File: src/rtl/conv2d_layer_seq.sv
`default_nettype none
// ============================================================================
// Module      : conv2d_layer_seq
// Description : Control sequencer for one conv2d layer. It loads the weights
//               and biases, gates input columns into the conv datapath, waits
//               out the pipeline latency and hands each result frame on.
// Revision    : 1.0 - initial release
// ============================================================================
module conv2d_layer_seq #(
  parameter int NUM_SAMPLES  = 32,
  parameter int PIPE_LATENCY = 3,
  parameter int FRAME_BITS   = 8
) (
  input  logic                  clk,
  input  logic                  rst,
  input  logic                  start,
  input  logic                  reload_cfg,
  input  logic [FRAME_BITS-1:0] num_frames,
  input  logic                  abort,
  input  logic                  cfg_valid,
  input  logic                  in_valid,
  output logic                  in_ready,
  output logic                  conv_data_valid,
  output logic                  conv_load_weights,
  output logic                  conv_load_biases,
  output logic                  out_valid,
  input  logic                  out_ready,
  output logic [FRAME_BITS-1:0] frame_idx,
  output logic                  cfg_loaded,
  output logic                  busy,
  output logic                  done
);

  localparam int COL_W = $clog2(NUM_SAMPLES + 1);
  localparam int LAT_W = (PIPE_LATENCY < 2) ? 1 : $clog2(PIPE_LATENCY);
  localparam logic [COL_W-1:0]      COL_LAST = COL_W'(NUM_SAMPLES - 1);
  localparam logic [LAT_W-1:0]      LAT_LAST = LAT_W'(PIPE_LATENCY - 1);
  localparam logic [FRAME_BITS-1:0] ONE_F    = FRAME_BITS'(1);

  typedef enum logic [2:0] {
    S_IDLE   = 3'd0,
    S_LOAD_W = 3'd1,
    S_LOAD_B = 3'd2,
    S_STREAM = 3'd3,
    S_DRAIN  = 3'd4,
    S_OUTPUT = 3'd5
  } state_t;

  state_t                  state_q,      state_d;
  logic [FRAME_BITS-1:0]   frames_q,     frames_d;
  logic [FRAME_BITS-1:0]   frame_idx_q,  frame_idx_d;
  logic [COL_W-1:0]        col_cnt_q,    col_cnt_d;
  logic [LAT_W-1:0]        lat_cnt_q,    lat_cnt_d;
  logic                    cfg_loaded_q, cfg_loaded_d;
  logic                    out_valid_q,  out_valid_d;

  always_ff @(posedge clk or posedge rst) begin
    if (rst) begin
      state_q      <= S_IDLE;
      frames_q     <= '0;
      frame_idx_q  <= '0;
      col_cnt_q    <= '0;
      lat_cnt_q    <= '0;
      cfg_loaded_q <= 1'b0;
      out_valid_q  <= 1'b0;
    end else begin
      state_q      <= state_d;
      frames_q     <= frames_d;
      frame_idx_q  <= frame_idx_d;
      col_cnt_q    <= col_cnt_d;
      lat_cnt_q    <= lat_cnt_d;
      cfg_loaded_q <= cfg_loaded_d;
      out_valid_q  <= out_valid_d;
    end
  end

  always_comb begin
    state_d           = state_q;
    frames_d          = frames_q;
    frame_idx_d       = frame_idx_q;
    col_cnt_d         = col_cnt_q;
    lat_cnt_d         = lat_cnt_q;
    cfg_loaded_d      = cfg_loaded_q;
    out_valid_d       = out_valid_q;
    in_ready          = 1'b0;
    conv_load_weights = 1'b0;
    conv_load_biases  = 1'b0;
    done              = 1'b0;

    case (state_q)
      S_IDLE: begin
        if (start) begin
          frames_d    = (num_frames == '0) ? ONE_F : num_frames;
          frame_idx_d = '0;
          col_cnt_d   = '0;
          lat_cnt_d   = '0;
          state_d     = (reload_cfg || !cfg_loaded_q) ? S_LOAD_W : S_STREAM;
        end
      end
      S_LOAD_W: begin
        if (cfg_valid) begin
          conv_load_weights = 1'b1;
          state_d           = S_LOAD_B;
        end
      end
      S_LOAD_B: begin
        if (cfg_valid) begin
          conv_load_biases = 1'b1;
          cfg_loaded_d     = 1'b1;
          state_d          = S_STREAM;
        end
      end
      S_STREAM: begin
        in_ready = 1'b1;
        if (in_valid) begin
          if (col_cnt_q == COL_LAST) begin
            col_cnt_d = '0;
            lat_cnt_d = '0;
            state_d   = S_DRAIN;
          end else begin
            col_cnt_d = col_cnt_q + COL_W'(1);
          end
        end
      end
      S_DRAIN: begin
        if (lat_cnt_q == LAT_LAST) begin
          lat_cnt_d   = '0;
          out_valid_d = 1'b1;
          state_d     = S_OUTPUT;
        end else begin
          lat_cnt_d = lat_cnt_q + LAT_W'(1);
        end
      end
      S_OUTPUT: begin
        if (out_ready) begin
          out_valid_d = 1'b0;
          if (frame_idx_q == frames_q - ONE_F) begin
            done    = 1'b1;
            state_d = S_IDLE;
          end else begin
            frame_idx_d = frame_idx_q + ONE_F;
            state_d     = S_STREAM;
          end
        end
      end
      default: state_d = S_IDLE;
    endcase

    // Abort overrides everything except in_ready, so a same-cycle beat still reaches conv.
    if (abort && (state_q != S_IDLE)) begin
      state_d           = S_IDLE;
      frame_idx_d       = '0;
      col_cnt_d         = '0;
      lat_cnt_d         = '0;
      out_valid_d       = 1'b0;
      cfg_loaded_d      = cfg_loaded_q;
      conv_load_weights = 1'b0;
      conv_load_biases  = 1'b0;
      done              = 1'b0;
    end
  end

  assign conv_data_valid = in_valid & in_ready;
  assign out_valid       = out_valid_q;
  assign frame_idx       = frame_idx_q;
  assign cfg_loaded      = cfg_loaded_q;
  assign busy            = (state_q != S_IDLE);

endmodule
`default_nettype wire
File: config.mk
export PLATFORM = sky130hd
export DESIGN_NAME = conv2d_layer_seq
export DESIGN_NICKNAME = d
export VERILOG_FILES = /design/src/rtl/conv2d_layer_seq.sv
export SDC_FILE = /design/constraint.sdc
export NUM_CORES = 1
export LEC_CHECK = 0
export ABC_AREA = 1
export ABC_CLOCK_PERIOD_IN_PS = 2200
export BUFFER_PORTS_ARGS = -buffer_cell sky130_fd_sc_hd__buf_2
export CORE_ASPECT_RATIO = 0.7
export CORE_MARGIN = 3
export CORE_UTILIZATION = 48
export CTS_CLUSTER_DIAMETER = 150
export DETAILED_ROUTE_END_ITERATION = 6
export PLACE_DENSITY = 0.66
export SKIP_CTS_REPAIR_TIMING = 1
export SYNTH_ARGS = -nofsm -noshare
export SYNTH_HDL_FRONTEND = slang
export SYNTH_SLANG_ARGS = --single-unit
export TNS_END_PERCENT = 5
File: constraint.sdc
create_clock -name clk -period 2.2 [get_ports clk]
set_clock_uncertainty 0.2 [all_clocks]
set_input_delay 0.11 -clock clk [delete_from_list [all_inputs] [get_ports clk]]
set_output_delay 0.11 -clock clk [all_outputs]
set_load 0.03 [all_outputs]
# Word-level counts from Yosys, hierarchy flattened
# Cells that the tools add are included.
# word_totals
register_bits	29
latchBits	0
ramBits	0
romBits	0
input_bits	16
output_inout_bits	16
wordCells	88
memories	0
# classes
add_sub_neg	4
n_mul	0
div_mod_pow	0
magnitude_cmp	0
n_eq_ne	16
n_shift	0
n_mux	42
bitwise	2
reduce_logical	17
# ops
cell	count
$mux W8	5
$mux W3	8
$mux W6	4
$ne A3 B3 Y1 const B	8
$pmux W3 S6	1
$pmux W8 S2	1
$mux W2	7
$mux W1	13
$pmux W6 S2	1
$reduce_bool A3 Y1	4
$reduce_and A3 Y1	3
$add A8 B1 Y8 const B	1
$eq A8 B8 Y1	1
$logic_not A8 Y1	1
$reduce_and A4 Y1	2
$sub A8 B1 Y8 const B	1
$reduce_and A7 Y1	1
$add A6 B1 Y6 const B	1
$eq A3 B2 Y1 const B	2
$eq A3 B3 Y1 const B	2
$eq A6 B5 Y1 const B	1
$pmux W2 S3	1
$reduce_bool A4 Y1	1
$eq A3 B1 Y1 const B	1
other kinds (10)	10

# Longest topological paths before layout
# Gate-level depths: netlist (run 1).
# depth
depth_word	6
mapped_depth	15
mapped_depth_nobuf	15

# Least setup slack after synthesis (run 1)
# No wires, ideal clock.
# synth_timing
path_type	register to output
start	register frames_q[0]
end	output port done
arrival_ns	1.964
required_time_ns	1.890
setup_slack_ns	-0.074
stages_incl_launch_ff	12
n_path_buf	0
path_cell_list	dfrtp_1 > inv_2 > ha_1 > nand2_1 > inv_1 > nor2_1 > nand2_1 > nor2_1 > nand3_2 > nor2_2 > nand3_2 > nor3_1
# synth_between
elab_chain_cells	6
# synth_rtl
item	line	source
start, declared	50	logic [FRAME_BITS-1:0] frames_q, frames_d;
start signal, assigned	68	frames_q <= frames_d;
$sub A8 B1 Y8	137	if (frame_idx_q == frames_q - ONE_F) begin
$eq A8 B8 Y1	137	
$mux W1	137	
$mux W1	135	if (out_ready) begin
$mux W1	90	case (state_q)
$mux W1	150	if (abort && (state_q != S_IDLE)) begin
end, declared	31	output logic done
# No other way between the ends.

# Worst setup path in the final report (run 1)
# Same ends and word-level chain as after synthesis.

==> results of run 1 <==
==> logic make-up after synthesis <==
logic type | count (synthesis) | synth area share
xor gates and xnor gates | 7 | 0.0317
adders and majority gates | 3 | 0.0194
AOI/OAI and AO/OA | 23 | 0.0673
DFF | 29 | 0.375
buffers and inverters | 41 | 0.0809
muxes | 3 | 0.0168
and+or+nand+nor | 162 | 0.408
==> layout by cell type, fill, tap and decap left out, types with 4 or more instances in the layout <==
| master | Yosys | final |
|---|---|---|
| sky130_fd_sc_hd__nand2_1 | 66 | 65 |
| sky130_fd_sc_hd__nand3_2 | 4 | 4 |
| sky130_fd_sc_hd__nor2_1 | 35 | 35 |
| sky130_fd_sc_hd__buf_2 | 0 | 30 |
| sky130_fd_sc_hd__inv_1 | 33 | 32 |
| sky130_fd_sc_hd__nand3_1 | 26 | 26 |
| sky130_fd_sc_hd__o21ai_0 | 10 | 10 |
| sky130_fd_sc_hd__dfrtp_1 | 29 | 29 |
| sky130_fd_sc_hd__nor3_1 | 7 | 6 |
| sky130_fd_sc_hd__nor2_4 | 3 | 4 |
| sky130_fd_sc_hd__nor2_2 | 6 | 5 |
| sky130_fd_sc_hd__buf_4 | 0 | 10 |
| sky130_fd_sc_hd__clkbuf_8 | 0 | 7 |
| sky130_fd_sc_hd__a21oi_1 | 8 | 8 |
| sky130_fd_sc_hd__xor2_1 | 4 | 4 |
| sky130_fd_sc_hd__inv_2 | 6 | 7 |
| sky130_fd_sc_hd__dlygate4sd3_1 | 0 | 9 |
==> registers in the layout, summed over array words and instances (netlist names) <==
signal	count
frames_q	8
out_valid	1
frame_idx	8
cfg_loaded	1
lat_cnt_q	2
col_cnt_q	6
state_q	3
==> layout make-up <==
type                    count  share of cell area
inverters                  40              0.0626
clock buffers               7              0.0395
multi-input cells         198               0.443
flip-flops and latches     29               0.298
well taps                  50              0.0257
clock inverters             1             0.00205
repair buffers             49               0.129
==> through the flow <==
stage          power (mW)   util
2_1_floorplan        1.78      -
3_3_place_gp         2.05  0.589
3_5_place_dp         2.05  0.589
4_1_cts              2.55  0.616
5_1_grt              2.91  0.660
6_report             2.67  0.660
==> worst max-delay path, delay by kind of cell (launching register included) <==
kind / cells / cell delay, ns
flops: 1 / 0.40
simple gates: 8 / 0.86
buf+inv: 2 / 0.29
fa+ha+maj: 1 / 0.15
==> final timing paths <==
check	to	slack, ns	startpoint
max in group asynchronous	frame_idx[1]$_DFFE_PP0P_	1.24	rst
min in group asynchronous	cfg_loaded$_DFFE_PP0P_	0.28	rst
max	done	-0.09	frames_q[0]$_DFFE_PP0P_
min	state_q[1]$_DFFE_PP0P_	0.04	reload_cfg
min reg2reg	lat_cnt_q[0]$_DFFE_PP0P_	0.31	lat_cnt_q[0]$_DFFE_PP0P_
max reg2reg	frame_idx[0]$_DFFE_PP0P_	0.11	frames_q[0]$_DFFE_PP0P_
==> power by group through the flow <==
stage	sequential [mW]	clock, mW	combinational, mW
CTS	0.806	0.500	1.24
global placement	0.815	0	1.23
detailed placement	0.815	0	1.24
finish	0.810	0.483	1.37
floorplan	0.818	0	0.961
global route	0.832	0.529	1.55
==> routing by layer <==
metal  up-vias  wire, um  GRT usage
li1        959         -          -
met4         0        47     0.0758
met3         6       208     0.0502
met1       849      2310      0.287
met2        42      1810      0.270
met5         -         0          0
==> parameters.txt, run 1 <==
Parameter                              Value

Synthesis
  Mapped cell area    1930 um^2
  Avg Synthesized Cell Area    just over 7 um^2
  Number of synthesized flops with an enable pin    0
  Cell count after synthesis    268
  Synth Register Bits    29
  Syn_nets    ~290
  Share of flip-flops with an asynchronous set or reset after synthesis    1.00
  Area share of the leading cell type in the synthesized netlist    0.375
  Cell types occupying the most area after synthesis    sky130_fd_sc_hd__dfrtp_1 38%, sky130_fd_sc_hd__nand2_1 13%, sky130_fd_sc_hd__nor2_1 6.8%
  Unique cell type count in the Yosys netlist    33
  Most common library cells after synthesis    66 x sky130_fd_sc_hd__nand2_1, 35 x sky130_fd_sc_hd__nor2_1, 33 x sky130_fd_sc_hd__inv_1, 29 x sky130_fd_sc_hd__dfrtp_1, 26 x sky130_fd_sc_hd__nand3_1
  Cell with the most instances after synthesis    sky130_fd_sc_hd__nand2_1
  Flip-flop cell with the highest count after synthesis    sky130_fd_sc_hd__dfrtp_1
  Number of warnings printed during yosys synthesis    0
  Share of synthesized area occupied by flip-flops and latches    0.375
  Largest area contributor in the synthesized netlist    sky130_fd_sc_hd__dfrtp_1

Final layout
  Number of nets in the layout    approximately 340
  Area of all placed cells without fillers    roughly 2400 um^2
  Final Instance Count excl. Fillers    roughly 370
  Number of filler cells placed in the layout    approximately 330
  Sequential cell area    726 um^2
  Multi-input gate area    between 1000 and 1500 um^2
  Post-synthesis to final-layout area growth    26.1%
  Fraction of layout cells with a size suffix above 1    0.256
  Ant diodes    0

Die
  Die span in x    ~80 um
  Starting Density    0.523
  Number of placed I/O pins    32
  Die area    just under 5000 um^2
  Row cnt    18
  Core region area    around 3700 um^2
  Die Span Y    59.1 um

Power
  Leakage Power    between 1 and 1.5 nW
  Areal power density over the cells    between 1000 and 1500 nW/um^2
  Internal power    1.46 mW
  Largest vdd supply drop    around 0.00064 V
  Share of total power in sequential cells    0.304
  Part of the total power dissipated in the clock network    0.181
  Sw Ratio    0.452
  Psw    1.20 mW
  Combinational share of power    0.515

Routing
  Detailed Routing Iterations Pass 1    4
  Drc violations    0
  Routed Antenna Nets    0
  Total detailed-routing wirelength    4380 um
  Vias per inst    between 4 and 5
  Number of DRC markers in iteration 0    62
  Routed vias    1856
  DR WL/cell    11.7 um

Clock tree
  Max Buffers Root-to-Sink    2
  H-Tree Depth    2
  Clock transition time at the flip-flop clock pins of the worst setup and hold paths    approximately 0.060 ns
  Clock tree sinks    29
  Clock Tree Root    sky130_fd_sc_hd__clkbuf_8
  Clock network latency to the later pin of the worst-skew pair    0.28 ns
  Clock buffer count from CTS    5
  Clock tree from TritonCTS    yes

Timing
  Unrepaired setup endpoints after global routing    yes
  Fraction of the cycle the final worst path needs    1.04
  Smallest setup slack after layout    -0.0929 ns
  Slew at the pin with the worst max-slew slack    between 0.3 and 0.4 ns
  Final setup fails    1
  Time the final worst path needs with I/O delays and setup    2.29 ns
  Final hold viol count    0
  Max Clock Freq    about 0.44 GHz
  Post-Route Setup TNS    -0.0929 ns
  Worst hold slack    0.0424 ns
  Worst slew margin relative to its limit    0.741
  Final max-slew violation count    0

Outcome
  Failing checks    setup timing
  Status    finished, violations left

Placed design
  # placed instances    between 300 and 400
  Placed instance area    ~2200 um^2
  Pre-CTS setup slack    0.147 ns
  Global placer's final weighted congestion    about 0.86
  Total of buffers placed on input and output ports    31
  HPWL Detailed    between 3000 and 4000 um

Job
  Max-cap violations    0

GRT
  Total routing usage reported by global routing    0.195
  Global-route wire length before repair    7090 um
  Number of antenna violations at the first check in global routing    0
  Remaining Overflow, GRT    0
  Number of global-route vias before repair    ~1600
  Pin count of the biggest net entering global routing    30

Setup path
  Type of origin of the critical path    flip-flop
  Worst Path Arrival    1.98 ns
  Count of cells along the worst register-to-register path    15
  Peak per-stage delay on the critical path    roughly 0.40 ns
  Critical-path cell with the highest stage delay    sky130_fd_sc_hd__dfrtp_1
  Crit path kind    reg -> out
  Most Frequent Cell on Critical Path    sky130_fd_sc_hd__nor2_1
  Worst Path Max Fanout    3
  Endpoint required time on the critical path    1.89 ns
  Critical path capture point type    output port
  Critical Path, Cell by Cell    inv_2 -> ha_4 -> nand2_4 -> nor2_4 -> nor2_1 -> nor2_1 -> nand3_1 -> nor2_2 -> nand3_2 -> nor3_2 -> buf_4

Worst hold path
  Hold depth    5
  Class of the tightest hold or removal check    in -> reg
Note: power is estimated with default switching activity, not from simulation.
==> inputs of run 2 (changes only) <==
--- a/config.mk
+++ b/config.mk
@@ -13,6 +13,7 @@
 export CORE_UTILIZATION = 48
 export CTS_CLUSTER_DIAMETER = 150
 export DETAILED_ROUTE_END_ITERATION = 6
+export HOLD_SLACK_MARGIN = 0.08
 export PLACE_DENSITY = 0.66
 export SKIP_CTS_REPAIR_TIMING = 1
 export SYNTH_ARGS = -nofsm -noshare
==> run 2 against run 1 <==
  * The run still ends with setup timing left
  * Final area increased by 0.82%
  * Global-route usage unchanged
  * Setup slack got worse by 0.0015 ns
  * Total power rose by 0.10%
  * Sequential share of layout area shrank 0.24 points
  * Core utilization up 0.54 points
  * Count of clock-buffer cells in the layout unchanged
  * Sequential power is essentially flat
==> parameters.txt, run 2 (synthesis gave the netlist of run 1 again) <==
Parameter                              Value

Outcome
  Status    finished, violations left
  Failing checks    setup timing

Final layout
  Post-synthesis to final-layout area growth    27.2%
  Ant diodes    0 (unchanged)
  Number of filler cells placed in the layout    332 (-0.60%)
  Fraction of layout cells with a size suffix above 1    0.255 (-0.00157)
  Most common cell after layout, fill and taps aside    sky130_fd_sc_hd__nand2_1
  Number of nets in the layout    344 (+0.58%)
  Leading cell types in the layout, fill and taps excluded    65 x sky130_fd_sc_hd__nand2_1, 35 x sky130_fd_sc_hd__nor2_1, 32 x sky130_fd_sc_hd__inv_1
  Area of all placed cells without fillers    2460 um^2 (+0.82%)

Power
  Areal power density over the cells    1090 nW/um^2 (-0.71%)
  Largest vdd supply drop    0.000644 V (about the same)
  Total power of the final layout    2.67 mW (+0.10%)
  Leakage Power    1.26 nW (+0.67%)

Setup path
  Worst Path Arrival    1.98 ns (about the same)
  Source of the critical timing path    frames_q[0]$_DFFE_PP0P_
  Crit path kind    reg -> out
  Count of cells along the worst register-to-register path    15 (unchanged)
  R2r startpoint    frames_q[0]$_DFFE_PP0P_
  Worst Path Max Fanout    3 (unchanged)
  Type of origin of the critical path    flip-flop
  Endpoint required time on the critical path    1.89 ns (about the same)
  Critical path capture point type    output port

Routing
  Vias per inst    4.96 (-0.10%)
  Number of DRC markers in iteration 0    61 (-1.6%)
  Routed vias    1864 (+0.43%)
  Drc violations    0 (unchanged)
  Routed Antenna Nets    0 (unchanged)
  Total detailed-routing wirelength    4440 um (+1.4%)
  Detailed Routing Iterations Pass 1    4 (unchanged)
  DR WL/cell    11.8 um (+0.83%)

Die
  Die area    4840 um^2 (unchanged)
  Die span in x    81.9 um (unchanged)
  Starting Density    0.523 (unchanged)
  Die Span Y    59.1 um (unchanged)
  Number of placed I/O pins    32 (unchanged)
  Core region area    3690 um^2 (unchanged)
  Row cnt    18 (unchanged)

Placed design
  Global placer's final weighted congestion    0.863 (unchanged)
  HPWL Detailed    3170 um (unchanged)
  Placed instance area    2170 um^2 (unchanged)
  Pre-CTS setup slack    0.147 ns (unchanged)
  Total of buffers placed on input and output ports    31 (unchanged)

GRT
  Number of antenna violations at the first check in global routing    0 (unchanged)
  Global-route wire length before repair    7090 um (unchanged)
  Pin count of the biggest net entering global routing    30 (unchanged)
  Remaining Overflow, GRT    0 (unchanged)
  Number of global-route vias before repair    1553 (unchanged)
  Total routing usage reported by global routing    0.195 (unchanged)

Timing
  Smallest setup slack after layout    -0.0944 ns (-0.00148 ns)
  Worst hold slack    0.103 ns (+0.0603 ns)
  Unrepaired setup endpoints after global routing    yes
  Fraction of the cycle the final worst path needs    1.04 (about the same)
  Slew at the pin with the worst max-slew slack    0.388 ns (unchanged)
  Final hold viol count    0 (unchanged)
  Post-Route Setup TNS    -0.0944 ns (-0.00148 ns)
  Max Clock Freq    0.436 GHz (about the same)
  Final max-slew violation count    0 (unchanged)
  Final setup fails    1 (unchanged)
  Worst slew margin relative to its limit    0.741 (unchanged)
  Time the final worst path needs with I/O delays and setup    2.29 ns (+0.00148 ns)

Clock tree
  H-Tree Depth    2 (unchanged)
  Clock network latency to the later pin of the worst-skew pair    0.28 ns (about the same)
  Max Buffers Root-to-Sink    2 (unchanged)
  Clock Tree Root    sky130_fd_sc_hd__clkbuf_8
  Clock tree sinks    29 (unchanged)
  Clock buffer count from CTS    5 (unchanged)
  Clock transition time at the flip-flop clock pins of the worst setup and hold paths    0.06 ns (about the same)
  Clock tree from TritonCTS    yes

Worst hold path
  Hold wc startpoint    abort
  Hold depth    4 (-1)
  Class of the tightest hold or removal check    in -> reg

Job
  Max-cap violations    0 (unchanged)
run 2: changes by cell type in the layout (fill, tap and decap cells not counted), sizes merged:
cell / previous run / this run
dlygate4sd3: 9 / 11
run 2: critical path, cell delays in order (launching register included):
cell and delay [ns]:
sky130_fd_sc_hd__dfrtp_1 0.40, sky130_fd_sc_hd__inv_2 0.10, sky130_fd_sc_hd__ha_4 0.15, sky130_fd_sc_hd__nand2_4 0.05, sky130_fd_sc_hd__nor2_4 0.12, sky130_fd_sc_hd__nor2_1 0.05, sky130_fd_sc_hd__nor2_1 0.10, sky130_fd_sc_hd__nand3_1 0.10
sky130_fd_sc_hd__nor2_2 0.14, sky130_fd_sc_hd__nand3_2 0.09, sky130_fd_sc_hd__nor3_2 0.21, sky130_fd_sc_hd__buf_4 0.19
run 2: layout make-up:
| class | instances | area, um^2 | area share |
|---|---|---|---|
| Inverter | 40 | 153 | 0.0621 |
| Tap cell | 50 | 62.6 | 0.0254 |
| Timing Repair Buffer | 51 | 335 | 0.136 |
| Sequential cell | 29 | 726 | 0.295 |
| Clock buffer | 7 | 96.3 | 0.0392 |
| Clock inverter | 1 | 5.00 | 0.00204 |
| Multi-Input combinational cell | 198 | 1080 | 0.440 |
run 2: stage by stage:
step / utilization / std cells
3_3_place_gp: 0.589 / 351
5_1_grt: 0.666 / 376
4_1_cts: 0.616 / 359
2_1_floorplan: - / 268
3_5_place_dp: 0.589 / 351
6_report: 0.666 / 376
run 2: final timing paths:
kind | end | slack (ns)
worst max-delay path | done | -0.09
worst min-delay path | col_cnt_q[1]$_DFFE_PP0P_ | 0.10
worst max register to register | frame_idx[0]$_DFFE_PP0P_ | 0.11
worst min register to register | lat_cnt_q[0]$_DFFE_PP0P_ | 0.31
max in group asynchronous | frame_idx[1]$_DFFE_PP0P_ | 1.24
min in group asynchronous | cfg_loaded$_DFFE_PP0P_ | 0.28
run 2: report_power, final:
group | switching [mW] | leakage (nW) | internal, mW
Combinational | 0.851 | 0.829 | 0.524
Clock | 0.201 | 0.0542 | 0.282
Sequential | 0.153 | 0.380 | 0.657
run 2: metal layers:
metal,global-route usage,wire length [um],share of wire,vias up
met5,0,0,0,-
met4,0.0758,47,0.011,0
met3,0.0502,205,0.046,6
met2,0.270,1860,0.42,43
met1,0.287,2330,0.52,852
li1,-,-,-,963
